**src/rtl/cm3_mac_pkg.sv**
```systemverilog
// Shared widths, saturation limits and default-width clamp helpers for the CM3 MAC engine.
package cm3_mac_pkg;

    localparam int unsigned DEF_DATA_W    = 32;
    localparam int unsigned DEF_ACC_W     = 64;
    localparam int unsigned DEF_FRAC_BITS = 0;
    localparam int unsigned DEF_CNT_W     = 16;

    localparam logic signed [DEF_ACC_W-1:0]  ACC_MAX = {1'b0, {(DEF_ACC_W-1){1'b1}}};
    localparam logic signed [DEF_ACC_W-1:0]  ACC_MIN = {1'b1, {(DEF_ACC_W-1){1'b0}}};
    localparam logic signed [DEF_DATA_W-1:0] OUT_MAX = {1'b0, {(DEF_DATA_W-1){1'b1}}};
    localparam logic signed [DEF_DATA_W-1:0] OUT_MIN = {1'b1, {(DEF_DATA_W-1){1'b0}}};

    // Clamp a one-bit-wider sum back into the default accumulator range.
    function automatic logic signed [DEF_ACC_W-1:0] sat_to_acc(
        input  logic signed [DEF_ACC_W:0] val,
        output logic                      hit
    );
        hit = (val[DEF_ACC_W] != val[DEF_ACC_W-1]);
        if (!hit) return val[DEF_ACC_W-1:0];
        return val[DEF_ACC_W] ? ACC_MIN : ACC_MAX;
    endfunction

    function automatic logic signed [DEF_DATA_W-1:0] sat_to_out(
        input  logic signed [DEF_ACC_W-1:0] val,
        output logic                        hit
    );
        logic [DEF_ACC_W-DEF_DATA_W:0] hi;
        hi  = val[DEF_ACC_W-1:DEF_DATA_W-1];
        hit = !((&hi) || (~|hi));
        if (!hit) return val[DEF_DATA_W-1:0];
        return val[DEF_ACC_W-1] ? OUT_MIN : OUT_MAX;
    endfunction

endpackage

```
**src/rtl/cm3_mac_if.sv**
```systemverilog
// Operand/clear strobes from the AHB register slave and the MAC result/status back to it.
interface cm3_mac_if
    import cm3_mac_pkg::*;
#(
    parameter int unsigned DATA_W = DEF_DATA_W,
    parameter int unsigned CNT_W  = DEF_CNT_W
);

    logic [DATA_W-1:0] data_a;
    logic              data_a_valid;
    logic [DATA_W-1:0] data_b;
    logic              data_b_valid;
    logic              clear;
    logic [DATA_W-1:0] data_mac;
    logic              busy;
    logic              ovf;
    logic [CNT_W-1:0]  mac_cnt;

    modport master (
        output data_a, data_a_valid, data_b, data_b_valid, clear,
        input  data_mac, busy, ovf, mac_cnt
    );

    modport slave (
        input  data_a, data_a_valid, data_b, data_b_valid, clear,
        output data_mac, busy, ovf, mac_cnt
    );

endinterface

```
**src/rtl/cm3_mac_sat.sv**
```systemverilog
// Signed narrowing with clamp to the OUT_W range; sat_o flags that clamping occurred.
module cm3_mac_sat #(
    parameter int unsigned IN_W  = 65,
    parameter int unsigned OUT_W = 64
) (
    input  logic signed [IN_W-1:0]  val_i,
    output logic signed [OUT_W-1:0] val_o,
    output logic                    sat_o
);

    localparam logic signed [OUT_W-1:0] MaxVal = {1'b0, {(OUT_W-1){1'b1}}};
    localparam logic signed [OUT_W-1:0] MinVal = {1'b1, {(OUT_W-1){1'b0}}};

    // Value fits iff every bit from the output sign bit upward agrees.
    logic [IN_W-OUT_W:0] hi_bits;
    assign hi_bits = val_i[IN_W-1:OUT_W-1];

    always_comb begin
        sat_o = !((&hi_bits) || (~|hi_bits));
        val_o = val_i[OUT_W-1:0];
        if (sat_o) begin
            val_o = val_i[IN_W-1] ? MinVal : MaxVal;
        end
    end

endmodule

```
**src/rtl/cm3_mac_core.sv**
```systemverilog
// Paired-operand multiply-accumulate: capture/issue, multiply, saturating add, scaled output.
module cm3_mac_core
    import cm3_mac_pkg::*;
#(
    parameter int unsigned DATA_W    = DEF_DATA_W,
    parameter int unsigned ACC_W     = DEF_ACC_W,
    parameter int unsigned FRAC_BITS = DEF_FRAC_BITS,
    parameter int unsigned CNT_W     = DEF_CNT_W
) (
    input logic      hclk,
    input logic      rst_n,
    cm3_mac_if.slave bus_io
);

    localparam int unsigned PROD_W = 2 * DATA_W;

    logic signed [DATA_W-1:0] a_q, a_d, b_q, b_d;
    logic                     a_pend_q, a_pend_d, b_pend_q, b_pend_d;
    logic                     a_avail, b_avail, issue;
    logic signed [DATA_W-1:0] a_op, b_op;
    logic signed [PROD_W-1:0] a_ext, b_ext, p_d, p_q;
    logic                     p_vld_q;
    logic signed [ACC_W-1:0]  acc_q, acc_d, acc_sat, acc_shr;
    logic signed [ACC_W:0]    acc_sum;
    logic                     acc_ovf;
    logic                     acc_upd_vld_q, acc_upd_vld_d;
    logic [CNT_W-1:0]         cnt_q, cnt_d, cnt_inc;
    logic                     ovf_q, ovf_d;
    logic signed [DATA_W-1:0] data_mac_q, data_mac_d, out_sat;
    logic                     out_ovf;

    // Clear flushes stale pend flags, but a strobe in the clear cycle still counts.
    always_comb begin
        a_avail  = bus_io.data_a_valid | (a_pend_q & ~bus_io.clear);
        b_avail  = bus_io.data_b_valid | (b_pend_q & ~bus_io.clear);
        issue    = a_avail & b_avail;
        a_op     = bus_io.data_a_valid ? bus_io.data_a : a_q;
        b_op     = bus_io.data_b_valid ? bus_io.data_b : b_q;
        a_d      = a_op;
        b_d      = b_op;
        a_pend_d = issue ? 1'b0 : a_avail;
        b_pend_d = issue ? 1'b0 : b_avail;
        a_ext    = {{DATA_W{a_op[DATA_W-1]}}, a_op};
        b_ext    = {{DATA_W{b_op[DATA_W-1]}}, b_op};
        p_d      = a_ext * b_ext;
    end

    assign acc_sum = {acc_q[ACC_W-1], acc_q} + {{(ACC_W + 1 - PROD_W){p_q[PROD_W-1]}}, p_q};
    assign acc_shr = acc_q >>> FRAC_BITS;
    assign cnt_inc = (&cnt_q) ? cnt_q : cnt_q + 1'b1;

    cm3_mac_sat #(
        .IN_W  (ACC_W + 1),
        .OUT_W (ACC_W)
    ) u_sat_acc (
        .val_i (acc_sum),
        .val_o (acc_sat),
        .sat_o (acc_ovf)
    );

    cm3_mac_sat #(
        .IN_W  (ACC_W),
        .OUT_W (DATA_W)
    ) u_sat_out (
        .val_i (acc_shr),
        .val_o (out_sat),
        .sat_o (out_ovf)
    );

    // Clear wins over any accumulate or output update in the same cycle.
    always_comb begin
        acc_d         = acc_q;
        cnt_d         = cnt_q;
        ovf_d         = ovf_q;
        data_mac_d    = data_mac_q;
        acc_upd_vld_d = 1'b0;
        if (bus_io.clear) begin
            acc_d      = '0;
            cnt_d      = '0;
            ovf_d      = 1'b0;
            data_mac_d = '0;
        end else begin
            if (p_vld_q) begin
                acc_d         = acc_sat;
                cnt_d         = cnt_inc;
                acc_upd_vld_d = 1'b1;
                if (acc_ovf) ovf_d = 1'b1;
            end
            if (acc_upd_vld_q) begin
                data_mac_d = out_sat;
                if (out_ovf) ovf_d = 1'b1;
            end
        end
    end

    always_ff @(posedge hclk or negedge rst_n) begin
        if (!rst_n) begin
            a_q           <= '0;
            b_q           <= '0;
            a_pend_q      <= 1'b0;
            b_pend_q      <= 1'b0;
            p_q           <= '0;
            p_vld_q       <= 1'b0;
            acc_q         <= '0;
            acc_upd_vld_q <= 1'b0;
            cnt_q         <= '0;
            ovf_q         <= 1'b0;
            data_mac_q    <= '0;
        end else begin
            a_q           <= a_d;
            b_q           <= b_d;
            a_pend_q      <= a_pend_d;
            b_pend_q      <= b_pend_d;
            if (issue) p_q <= p_d;
            p_vld_q       <= issue;
            acc_q         <= acc_d;
            acc_upd_vld_q <= acc_upd_vld_d;
            cnt_q         <= cnt_d;
            ovf_q         <= ovf_d;
            data_mac_q    <= data_mac_d;
        end
    end

    assign bus_io.data_mac = data_mac_q;
    assign bus_io.busy     = a_pend_q | b_pend_q | p_vld_q | acc_upd_vld_q;
    assign bus_io.ovf      = ovf_q;
    assign bus_io.mac_cnt  = cnt_q;

endmodule

```
**src/flat_wrapper.sv**
```systemverilog
// flat-port wrapper written by rule: the top's interface ports become plain ports
module cm3_mac_core_flat import cm3_mac_pkg::*;
#(
    parameter int unsigned DATA_W    = DEF_DATA_W,
    parameter int unsigned ACC_W     = DEF_ACC_W,
    parameter int unsigned FRAC_BITS = DEF_FRAC_BITS,
    parameter int unsigned CNT_W     = DEF_CNT_W
)
  (hclk, rst_n, bus_io_data_a, bus_io_data_a_valid, bus_io_data_b, bus_io_data_b_valid, bus_io_clear, bus_io_data_mac, bus_io_busy, bus_io_ovf, bus_io_mac_cnt);
  cm3_mac_if #(.DATA_W(DATA_W), .CNT_W(CNT_W)) bus_io_i ();
  input logic hclk;
  input logic rst_n;
  input wire logic [$bits(bus_io_i.data_a)-1:0] bus_io_data_a;
  input wire logic [$bits(bus_io_i.data_a_valid)-1:0] bus_io_data_a_valid;
  input wire logic [$bits(bus_io_i.data_b)-1:0] bus_io_data_b;
  input wire logic [$bits(bus_io_i.data_b_valid)-1:0] bus_io_data_b_valid;
  input wire logic [$bits(bus_io_i.clear)-1:0] bus_io_clear;
  output wire logic [$bits(bus_io_i.data_mac)-1:0] bus_io_data_mac;
  output wire logic [$bits(bus_io_i.busy)-1:0] bus_io_busy;
  output wire logic [$bits(bus_io_i.ovf)-1:0] bus_io_ovf;
  output wire logic [$bits(bus_io_i.mac_cnt)-1:0] bus_io_mac_cnt;
  assign bus_io_i.data_a = bus_io_data_a;
  assign bus_io_i.data_a_valid = bus_io_data_a_valid;
  assign bus_io_i.data_b = bus_io_data_b;
  assign bus_io_i.data_b_valid = bus_io_data_b_valid;
  assign bus_io_i.clear = bus_io_clear;
  assign bus_io_data_mac = bus_io_i.data_mac;
  assign bus_io_busy = bus_io_i.busy;
  assign bus_io_ovf = bus_io_i.ovf;
  assign bus_io_mac_cnt = bus_io_i.mac_cnt;
  cm3_mac_core #(.DATA_W(DATA_W), .ACC_W(ACC_W), .FRAC_BITS(FRAC_BITS), .CNT_W(CNT_W)) u_core (.hclk(hclk), .rst_n(rst_n), .bus_io(bus_io_i));
endmodule
```
**config.mk**
```make
export PLATFORM = sky130hd
export DESIGN_NAME = cm3_mac_core_flat
export DESIGN_NICKNAME = d
export VERILOG_FILES = /design/src/rtl/cm3_mac_pkg.sv /design/src/rtl/cm3_mac_if.sv /design/src/rtl/cm3_mac_sat.sv /design/src/rtl/cm3_mac_core.sv /design/src/flat_wrapper.sv
export SDC_FILE = /design/constraint.sdc
export NUM_CORES = 2
export LEC_CHECK = 0
export ABC_AREA = 1
export CAP_MARGIN = 10
export CELL_PAD_IN_SITES_DETAIL_PLACEMENT = 2
export CELL_PAD_IN_SITES_GLOBAL_PLACEMENT = 2
export CORE_UTILIZATION = 28
export CTS_BUF_LIST = sky130_fd_sc_hd__clkbuf_8
export CTS_CLUSTER_DIAMETER = 30
export DETAILED_ROUTE_END_ITERATION = 7
export PLACE_DENSITY_LB_ADDON = 0.3
export SYNTH_ARGS = -nofsm -noshare
export SYNTH_HDL_FRONTEND = slang
export SYNTH_SLANG_ARGS = --single-unit
```
**constraint.sdc**
```tcl
create_clock -name hclk -period 9.1 [get_ports hclk]
set_clock_uncertainty 0.05 [all_clocks]
set_input_delay 1.365 -clock hclk [delete_from_list [all_inputs] [get_ports hclk]]
set_output_delay 1.365 -clock hclk [all_outputs]
set_load 0.05 [all_outputs]
```
======== Yosys cells after proc, flatten, opt, wreduce, memory -nomap -nowiden ========
Cells that the tools add are included.
cells by class
  add/subtract/negate cells ............... 2
  multiply operators ...................... 1
  eq/ne operators ......................... 1
  muxes and demuxes ....................... 22
  bitwise gates (word level) .............. 9
  reduce and logical (&&, ||, !) cells .... 12
operators with widths
  kind                                                             count
  64-bit two-way mux                                               4
  32-bit two-way mux                                               6
  64-bit by 64-bit adder with 65-bit output                        1
  32-bit by 32-bit multiplier with 64-bit output                   1
  16-bit two-way mux                                               3
  33-bit AND reduction                                             1
  33-bit OR reduction                                              1
  16-bit by 1-bit adder with 16-bit output, second input constant  1
  16-bit AND reduction                                             1
  1-bit two-way mux                                                9
  1-bit OR                                                         5
  2-bit AND reduction                                              2
  2-bit nonzero test                                               2
  1-bit bitwise AND                                                3
  1-bit zero test                                                  2
  1-bit logical OR                                                 2
  2-bit inequality test, second input constant                     1
  2-bit OR reduction                                               1
  1-bit NOT                                                        1
word-level totals
  flip-flop bits (word level) ............. 245
  bits of input ports ..................... 69
  output and inout bits ................... 50
  word-level logic and storage cells ...... 58

======== Depth between registers and ports, before layout ========
  depth in word-level cells ............... 9
  mapped depth ............................ 38

======== By module ========
A second synthesis with hierarchy kept.
unflattened totals
  cell total of the unflattened synthesis .. 6771
  area total of the unflattened synthesis .. 53408.7 um2
by module, submodules not included
  module                          times used  cells an instance  area an instance (um2)  sequential area each (um2)
  cm3_mac_core                    1           6481               51871.0                 6130.9
  cm3_mac_sat (u_core.u_sat_acc)  1           152                945.9                   0.0
  cm3_mac_sat (u_core.u_sat_out)  1           138                591.8                   0.0

======== Worst setup path after synthesis ========
OpenSTA, ideal clock, no wires.
  kind .................................... input-to-reg
  start ................................... in bus_io_data_b_valid
  end ..................................... reg u_core.p_q[54]
  data arrival time ....................... 9.035 ns
  slack ................................... -0.103 ns
  cell stages on the path ................. 34
  cells stage by stage .................... buf_2 > inv_1 > clkbuf_1 > or2_2 > o21ai_1 > clkbuf_1 > nor2_1 > fa_1 > inv_1 > fa_1 > inv_1 > fa_1 > fa_1 > inv_1 > fa_1 > inv_1 > fa_1 > inv_1 > fa_1 > inv_1 > fa_1 > ha_1 > nand2_1 > nor2_1 > inv_1 > nor2_1 > inv_1 > nor2_1 > nand3_1 > or2_2 > nand3_1 > nand2_1 > nand3_1 > nand2_1
between the ends
  longest elaborated chain between the ends .. 2
  elaborated cells on any way between the ends .. 4
  classes of those cells .................. mul (1); mux (1); bitwise (2)
RTL lines
  what                                                                                        line                                    text
  start, declared                                                                             flat_wrapper.sv:16                      input wire logic [$bits(bus_io_i.data_b_valid)-1:0] bus_io_data_b_valid;
  32-bit two-way mux / 1-bit OR (equally long branches)                                       cm3_mac_core.sv:38, cm3_mac_core.sv:35
  32-bit by 32-bit multiplier with 64-bit output / 1-bit bitwise AND (equally long branches)  cm3_mac_core.sv:45, cm3_mac_core.sv:36
  end signal, assigned                                                                        cm3_mac_core.sv:114                     if (issue) p_q <= p_d;
  end, declared                                                                               cm3_mac_core.sv:21                      logic signed [PROD_W-1:0] a_ext, b_ext, p_d, p_q;
Parallel ways exist; a longest one is shown, timed or not.
A chain may end at the register's enable or synchronous reset.

======== Worst setup path in the final report ========
  start ................................... in bus_io_data_b_valid
  end ..................................... reg u_core.p_q[50]
Same word-level chain as after synthesis.

==> results.sh <==
export IMPL_yosysUniqueCellTypes=46
export IMPL_grt_pass1_wl_mm=351
export IMPL_crit_buf_inv=8
export IMPL_grt_antenna_before_repair=5
export IMPL_status="completed"
export IMPL_fin_area_mm2=0.0630
export IMPL_start_util_pct=28.3
export IMPL_worst_pin_slew_ns=1.09
export IMPL_numPortBuffers=118
export IMPL_post_route_period_util_pct=99.1
export IMPL_fp_row_count=155
export IMPL_numCtsBuffers=95
export IMPL_synth_async_reset_ratio_pct=100
export IMPL_synth_top_cells_by_count="1284 x nand2_1, 1275 x inv_1, 1083 x fa_1"
export IMPL_synth_edff_count=0
export IMPL_crit_path_frequent_cell="fa_1"
export IMPL_ys_flop_type="dfrtp_1"
export IMPL_synth_xor_area_share_pct=1.39
export IMPL_max_slew_margin_pct=27.0
export IMPL_finalNonFillerCells=9444
export IMPL_synth_simple_area_share_pct=20.2
export IMPL_cts_buffer_depth=3
export IMPL_cts_root_buf="clkbuf_8"
export IMPL_worstReg2RegStart="u_core.a_q[31]$_DFF_PN0_"
export IMPL_dpl_worst_slack_ns=-0.903
export IMPL_cp_end_kind="register"
export IMPL_synth_area_mm2=0.0506
export IMPL_drv_slew=0
export IMPL_ios=119
export IMPL_fmax_mhz=111
export IMPL_cp_depth=29
export IMPL_synth_cells=6246
export IMPL_critPathArrivalTime_ns=9.67
export IMPL_die_h_um=427
export IMPL_drt_iter0_drc=2297
export IMPL_place_area_mm2=0.0607
export IMPL_drv_cap=0
export IMPL_worst_setup_path_start_kind="primary input"
export IMPL_ys_ff_latch=245
export IMPL_finalSetupViolCount=0
export IMPL_drive_above_1_share_pct=15.4
export IMPL_cts_max_level=3
export IMPL_grt_total_usage_pct=26.2
export IMPL_cp_required_ns=9.76
export IMPL_synth_area_leaders="fa_1 43%, dfrtp_1 12%, nand2_1 9.5%"
export IMPL_r2r_cells=24
export IMPL_yosysMostFrequentCell="nand2_1"
export IMPL_grt_max_degree=108
export IMPL_muxShareOfSynthArea_pct=0
export IMPL_crit_start="bus_io_data_b_valid"
export IMPL_firstDrtPassIters=5
export IMPL_yosysWarnings=0
export IMPL_place_congestion=0.930
export IMPL_clkSinkCount=245
export IMPL_hpwl_mm=206
export IMPL_synthToLayoutAreaGrowth_pct=24.5
export IMPL_synth_top_family_by_area="adder cells"
export IMPL_synth_compound_area_share_pct=5.91
export IMPL_cpPeakStageDelay_ns=0.61
export IMPL_fin_util_pct=35.2
export IMPL_overflow=0
export IMPL_die_w_um=427
export IMPL_cp_top_family="adder cells"
export IMPL_synthesis_nets=7647
export IMPL_core_mm2=0.179
export IMPL_ant_nets=0
export IMPL_clk_pin_slew_ns=0.05
export IMPL_path_class="primary input to register"
export IMPL_viasPerCell=4.86
export IMPL_final_min_clock_period_ns=9.02
export IMPL_yosysTopAreaCell="fa_1"
export IMPL_cp_slowest_cell="fa_1"
export IMPL_wl_mm=235
export IMPL_grt_pass1_vias=53600
export IMPL_holdCritPathClass="primary input to asynchronous set/reset pin"
export IMPL_drc_errors=0
export IMPL_cts_tree="yes"
export IMPL_crit_fanout=12
export IMPL_nets=8413
export IMPL_finalWorstSetupSlack_ns=0.0838
export IMPL_yosysSeqAreaShare_pct=12.1
export IMPL_die_area_mm2=0.182
export IMPL_clkLatencyLatePin_ns=0.86
export IMPL_finalHoldViolations=0
export IMPL_wl_per_cell_um=24.8
export IMPL_r2r_setup_slack_ns=0.93
export IMPL_cts_repair_resized=0
export IMPL_synthAdderAreaFrac_pct=49.0
export IMPL_num_vias=45900
export IMPL_dp_cells=9270
export IMPL_netlist_area_leader_share_pct=42.9
export IMPL_cts_setup_buffers=0
export IMPL_cts_hold_buf=0
export IMPL_syn_area_per_cell_um2=8.10
layout by cell type (no fill, tap or decap), drive strengths merged:
cell           count
a21boi             5
o21a               7
a21o              16
a31o               1
a31oi              8
a211oi             7
dfrtp            245
a21oi            218
o21ai            254
o21bai            29
a221oi             2
fa              1083
nor3b              1
buf              770
o221ai             1
o211ai             1
o31ai              3
diode              4
or2               85
nor3              24
clkinvlp           9
xor2              46
o2111ai            2
inv             1305
ha               249
nand4             44
nand2           1294
xnor2             34
nand3b            21
nand3            180
bufinv             9
nor4              21
nand2b             1
and3               4
clkinv            42
clkdlybuf4s50    115
nor2             837
clkbuf           112
area by class of cell:
type | instances | area (um2)
Inverter | 1306 | 4910
Clock buffer | 111 | 1530
Fill cell | 20300 | 116000
Antenna cell | 4 | 10.0
Timing Repair Buffer | 886 | 7900
Clock inverter | 59 | 606
Multi-Input combinational cell | 4478 | 38900
Sequential cell | 245 | 6130
Tap cell | 2355 | 2950
path summary, 6_finish.rpt:
check | end
setup / recovery | u_core.p_q[50]$_DFFE_PN0P_
hold / removal | u_core.bus_io.data_mac[29]$_DFFE_PN0P_
setup reg to reg | u_core.p_q[50]$_DFFE_PN0P_
hold reg to reg | u_core.p_q[42]$_DFFE_PN0P_
max in group asynchronous | u_core.a_q[22]$_DFF_PN0_
min in group hclk | u_core.p_q[42]$_DFFE_PN0P_
metal layers:
metal	global-route usage, %	vias to the layer above	wire length, um
met4	10.5	0	10100
met2	43.0	896	111000
met5	0	-	0
met1	35.6	24600	105000
met3	2.27	311	8180
li1	-	20100	-
flip-flops by register name, summed over array words and instances, names as in the netlist:
| signal | cells |
|---|---|
| u_core.a_pend_q | 1 |
| u_core.a_q | 32 |
| u_core.acc_q | 64 |
| u_core.acc_upd_vld_q | 1 |
| u_core.b_pend_q | 1 |
| u_core.b_q | 32 |
| u_core.bus_io.data_mac | 32 |
| u_core.bus_io.mac_cnt | 16 |
| u_core.bus_io.ovf | 1 |
| u_core.p_q | 64 |
| u_core.p_vld_q | 1 |
per-stage QoR:
step | hold slack, ns | TNS (ns)
after floorplan | 0.403 | 0
after global placement | 0.427 | -15.77
after detailed placement | 0.444 | -20.00
after CTS | 0.412 | 0
after global routing | 0.462 | -0.00316
final | 0.448 | 0
cells by family (layout without fill, tap and decap cells):
family	after synthesis	count (layout)
adder cells (fa/ha/maj)	1332	1332
AO/OA/AOI/OAI	554	554
flip-flops	245	245
XOR/XNOR	80	80
other	0	4
AND/OR/NAND/NOR	2512	2512
buffers and inverters	1523	2362
Power is not shown: default switching activity piles up to over one toggle a cycle in this logic, so the estimate is an artifact.
